## src/rtl/reg_file.sv

```systemverilog
`timescale 1ns/1ps
`default_nettype none
// ============================================================================
// Module      : reg_file
// Description : Architectural register file with per-register ROB rename tags
//               and two combinational source-operand query ports.
//               Optional macro REG_FILE_BYPASS_EN enables same-cycle
//               commit-to-query forwarding.
// Revision    : 1.0 - initial release
// ============================================================================
module reg_file #(
  parameter int ROB_SIZE_BIT = 5,
  parameter int REG_NUM      = 32
) (
  input  logic                    clk_in,
  input  logic                    rst_n_in,
  input  logic                    rdy_in,
  input  logic                    rob_clear,
  input  logic                    is_update_val,
  input  logic [4:0]              update_val_id,
  input  logic [ROB_SIZE_BIT-1:0] update_val_dep,
  input  logic [31:0]             update_val,
  input  logic                    is_update_dep,
  input  logic [4:0]              update_dep_id,
  input  logic [ROB_SIZE_BIT-1:0] update_dep,
  input  logic [4:0]              qry1_reg_id,
  output logic                    qry1_busy,
  output logic [ROB_SIZE_BIT-1:0] qry1_dep,
  output logic [31:0]             qry1_value,
  input  logic [4:0]              qry2_reg_id,
  output logic                    qry2_busy,
  output logic [ROB_SIZE_BIT-1:0] qry2_dep,
  output logic [31:0]             qry2_value
);

  localparam int QRY_W = 1 + ROB_SIZE_BIT + 32;

  logic [31:0]             values [REG_NUM];
  logic [REG_NUM-1:0]      busy;
  logic [ROB_SIZE_BIT-1:0] tags   [REG_NUM];

  // Entry 0 is only ever reset, so x0 stays zero and never busy.
  always_ff @(posedge clk_in or negedge rst_n_in) begin
    if (!rst_n_in) begin
      busy <= '0;
      for (int i = 0; i < REG_NUM; i++) begin
        values[i] <= '0;
        tags[i]   <= '0;
      end
    end else if (rdy_in) begin
      if (rob_clear) begin
        busy <= '0;
        for (int i = 0; i < REG_NUM; i++) begin
          tags[i] <= '0;
        end
      end else begin
        for (int i = 1; i < REG_NUM; i++) begin
          if (is_update_val && update_val_id == 5'(i)) begin
            values[i] <= update_val;
          end
          // A same-cycle rename wins over the commit's busy clear.
          if (is_update_dep && update_dep_id == 5'(i)) begin
            busy[i] <= 1'b1;
            tags[i] <= update_dep;
          end else if (is_update_val && update_val_id == 5'(i) &&
                       busy[i] && tags[i] == update_val_dep) begin
            busy[i] <= 1'b0;
          end
        end
      end
    end
  end

  function automatic logic [QRY_W-1:0] lookup(input logic [4:0] id);
    logic                    b;
    logic [ROB_SIZE_BIT-1:0] d;
    logic [31:0]             v;
    b = busy[id];
    d = tags[id];
    v = values[id];
`ifdef REG_FILE_BYPASS_EN
    if (is_update_val && id != 5'd0 && update_val_id == id &&
        b && d == update_val_dep) begin
      b = 1'b0;
      v = update_val;
    end
`endif
    if (!b) d = '0;
    if (b)  v = '0;
    return {b, d, v};
  endfunction

  always_comb begin
    {qry1_busy, qry1_dep, qry1_value} = lookup(qry1_reg_id);
    {qry2_busy, qry2_dep, qry2_value} = lookup(qry2_reg_id);
  end

endmodule
`default_nettype wire

```

## config.mk

```make
export PLATFORM = sky130hd
export DESIGN_NAME = reg_file
export DESIGN_NICKNAME = d
export VERILOG_FILES = /design/src/rtl/reg_file.sv
export SDC_FILE = /design/constraint.sdc
export NUM_CORES = 2
export LEC_CHECK = 0
export ABC_AREA = 1
export BUFFER_PORTS_ARGS = -buffer_cell sky130_fd_sc_hd__buf_2
export CORE_UTILIZATION = 40
export CTS_BUF_LIST = sky130_fd_sc_hd__clkbuf_4 sky130_fd_sc_hd__clkbuf_8
export DETAILED_ROUTE_END_ITERATION = 8
export SLEW_MARGIN = 20
export SYNTH_ARGS = -nofsm -noshare
export SYNTH_HDL_FRONTEND = slang
export SYNTH_SLANG_ARGS = --single-unit
```

## constraint.sdc

```tcl
create_clock -name clk_in -period 2.7 [get_ports clk_in]
set_input_delay 0.135 -clock clk_in [delete_from_list [all_inputs] [get_ports clk_in]]
set_output_delay 0.135 -clock clk_in [all_outputs]
set_load 0.005 [all_outputs]
```

==> metrics.txt <==
outcome finished with violations; failing checks negative setup slack; fill count roughly 18k; Worst-Margin Slew ~1.1 ns; Cell Area, Placed between 70000 and 80000 um2; worst-path cell chain buf_6 -> nand2_1 -> nand3_1 -> nand3_1 -> nand3_2 -> nand3_4 -> nand2_8 -> buf_16 -> nor2_4 -> buf_2; Die X 424 um; fraction of synthesized area in multiplexers 0; row count 154; min Tclk post-route roughly 2.8 ns; CTS buffer count 216; share of total power in the clock network 0.410; root buffer cell clkbuf_8; synth warn 32; NetSw 0.0154 W; VDD IR max between 0.5 and 0.6 mV; Core Util, Final 0.460; htree depth 4; # clock sinks about 1.2k; Pre-Repair DR Iteration Count 7; Critical-path top delay cell dfrtp_1; largest net degree at the start of global routing approximately 130; R2R depth 8; PortBufs roughly 140; Synth Instances between 10k and 15k; largest family of logic cells by synthesized area simple AND/OR/NAND/NOR gates; Bufs and invs on worst path 3; Reg2Reg Launch Point busy[31]; arrival time at the worst endpoint 2.70 ns; r2r setup slk roughly 0.4 ns; Total Power between 0.04 and 0.05 W; global-route wire length before repair about 470000 um; DR WL/cell about 24 um; Detail Route Antenna Nets 0; Worst setup SP type flip-flop; Synth Area in XOR/XNOR 0.00282; fraction of the mapped netlist area in adder cells 0; initial core utilization 0.404; worst skew pair latency 0.99 ns; vias per cell about 5.8; Comb power frac 0.184; Final Max Tran Viols 0; vias in the first global route ~72k; slew margin rel. 0.294; io pins about 140; Critical Path Fanout Max 7; area of the multi-input gates ~34000 um2; slowest stage delay, CP ~0.45 ns; Req. time, crit path 2.57 ns; share of the synthesized area in the top cell type 0.413; First DRT Iteration DRCs slightly above 10k; full die area approximately 180000 um2; cell family with most CP delay simple AND/OR/NAND/NOR gates; Max-cap violations 0; Final TNS setup -5.87 ns; highest-count cells in the layout ignoring fill and taps nand2_1 (3585), nand3_1 (2217), inv_1 (1186); maximum root-to-sink buffer count 3; FF+latch area ~29000 um2; Peak Freq between 300 and 400 MHz; Total Wirelength roughly 310000 um; vias around 76k; Yosys reg bits ~1.2k; synthesized area roughly 70000 um2; reg2reg end busy[31]; Hold WC Path Type in2reg; post-route clock period utilization 1.05; ys async rst share 1.00; # nets final about 11k; Post-synth EDFFs 0; commonest non-fill, non-tap cell in the layout nand2_1; initial antenna violation count 6; syn nets about 11k; GP Congestion 0.975; CP endpoint kind primary output; Die Y-Extent about 420 um; worst clock skew approximately 0.027 ns; GR Overflow Total 0; count of final hold-check violations 0; library cells used by synthesis 30; cell repeated most along the worst path nand3_1; hold_sp update_val[2]; Area contributors post-synth dfrtp_1 (41%), nand2_1 (19%), nand3_1 (16%), o21ai_0 (6.9%), inv_1 (6.4%); CTS tree built; core area 177000 um2; syn_area_per_cell between 6 and 7 um2; Net Sw Frac 0.320; Int Pwr approximately 0.033 W; Synth Area in Compound Gates 0.0983; WS Path Type reg2out; prevailing post-synth register cell dfrtp_1; Syn-to-layout area delta 13.9%; total track usage 0.343; RSZ-0062 raised after global routing true; Cell Pwr Density between 500 and 600 nW/um2; final setup fails 68; cell taking the most area after synthesis dfrtp_1; Synth Area in Simple Gates 0.367; WHS Path Cells 3; Worst-path clk slew about 0.06 ns; Hold EP values[98]; fin area 81300 um2; Reg power frac 0.406; min setup slack post-route -0.140 ns; leakage between 40 and 50 nW; layout cells sized above 1 0.0935; HPWL Detailed around 180000 um; Post-route DRC 0; Seq/Total Area, Yosys 0.413
-- worst register-to-register path: cells and delay by family, from the launching register on --
family | cells | cell delay, ns
compound gates | 1 | 0.08
buf+inv | 3 | 1.29
flops | 1 | 0.44
simple gates | 4 | 0.37
-- synthesized netlist by cell type, drive strengths merged, types with 7 or more instances --
cell type,n
o22ai,232
o21ai,1009
nor3,35
nand3,2270
xor2,16
inv,1217
a21oi,30
buf,447
xnor2,7
clkbuf,411
nand4,16
nand2,3610
dfrtp,1178
nor2,208
o211ai,43
-- per-stage QoR --
stage | setup WS [ns] | instances | hold slack [ns]
after floorplan | 1.30 | 10739 | -0.161
after global placement | 0.257 | 12632 | 0.0938
after detailed placement | 0.275 | 12632 | 0.0910
after CTS | -0.195 | 13105 | 0.0277
after global routing | -0.227 | 13110 | 0.0602
final | -0.140 | 13111 | 0.0942
-- sequential cells by signal (all words and copies together) (netlist names) --
signal	flops
values	992
busy	31
tags	155
-- final cells by class --
type                            instances  share of cell area
Inverter                             1220              0.0570
Antenna cell                            4            0.000123
Clock inverter                         62             0.00913
Clock buffer                          331              0.0518
Multi-Input combinational cell       7483               0.421
Timing Repair Buffer                  493              0.0622
Sequential cell                      1178               0.363
Tap cell                             2340              0.0360
-- how the worst max path moves through the flow --
stage,startpoint,end,cells after the start
CTS,busy[12],qry2_value[25],11
global placement,qry2_reg_id[1],qry2_value[24],11
finish,busy[19],qry1_value[11],10
floorplan,qry1_reg_id[3],qry1_value[10],8
detailed placement,qry1_reg_id[0],qry1_value[13],12
global route,busy[12],qry1_value[8],11
-- cells by family (layout without fill, tap and decap cells) --
kind of cell | Yosys count | in the layout
AOI/OAI and AO/OA | 1318 | 1318
xor gates and xnor gates | 23 | 23
buffers and inverters | 2078 | 2106
DFF | 1178 | 1178
other | 0 | 4
and+or+nand+nor | 6142 | 6142
-- per-layer routing --
metal	wire length, um	share of wire	vias to the layer above	global-route usage
met4	21100	0.067	4	0.211
met5	26	0.000083	-	0
met1	124000	0.39	36180	0.451
met2	135000	0.43	4789	0.516
li1	-	-	34131	-
met3	34200	0.11	998	0.0717
-- power groups by stage --
stage          combinational [W]  sequential [W]  clock, W
4_1_cts                  0.00860          0.0196    0.0200
3_3_place_gp             0.00811          0.0198         0
6_report                 0.00886          0.0196    0.0198
2_1_floorplan            0.00524          0.0197         0
3_5_place_dp             0.00824          0.0199         0
5_1_grt                  0.00972          0.0197    0.0208
-- what timing repair did --
item | 4_1_cts | 5_1_grt
pin swaps | 13 | 12
setup endpoints to repair | 76 | 79
cloned | 4 | 1
buffers inserted | 11 | 2
hold buffers | 67 | 0
endpoints found under the hold margin | 1918 | 0
resized for setup | 139 | 62
(Power assumes the default switching activity.)
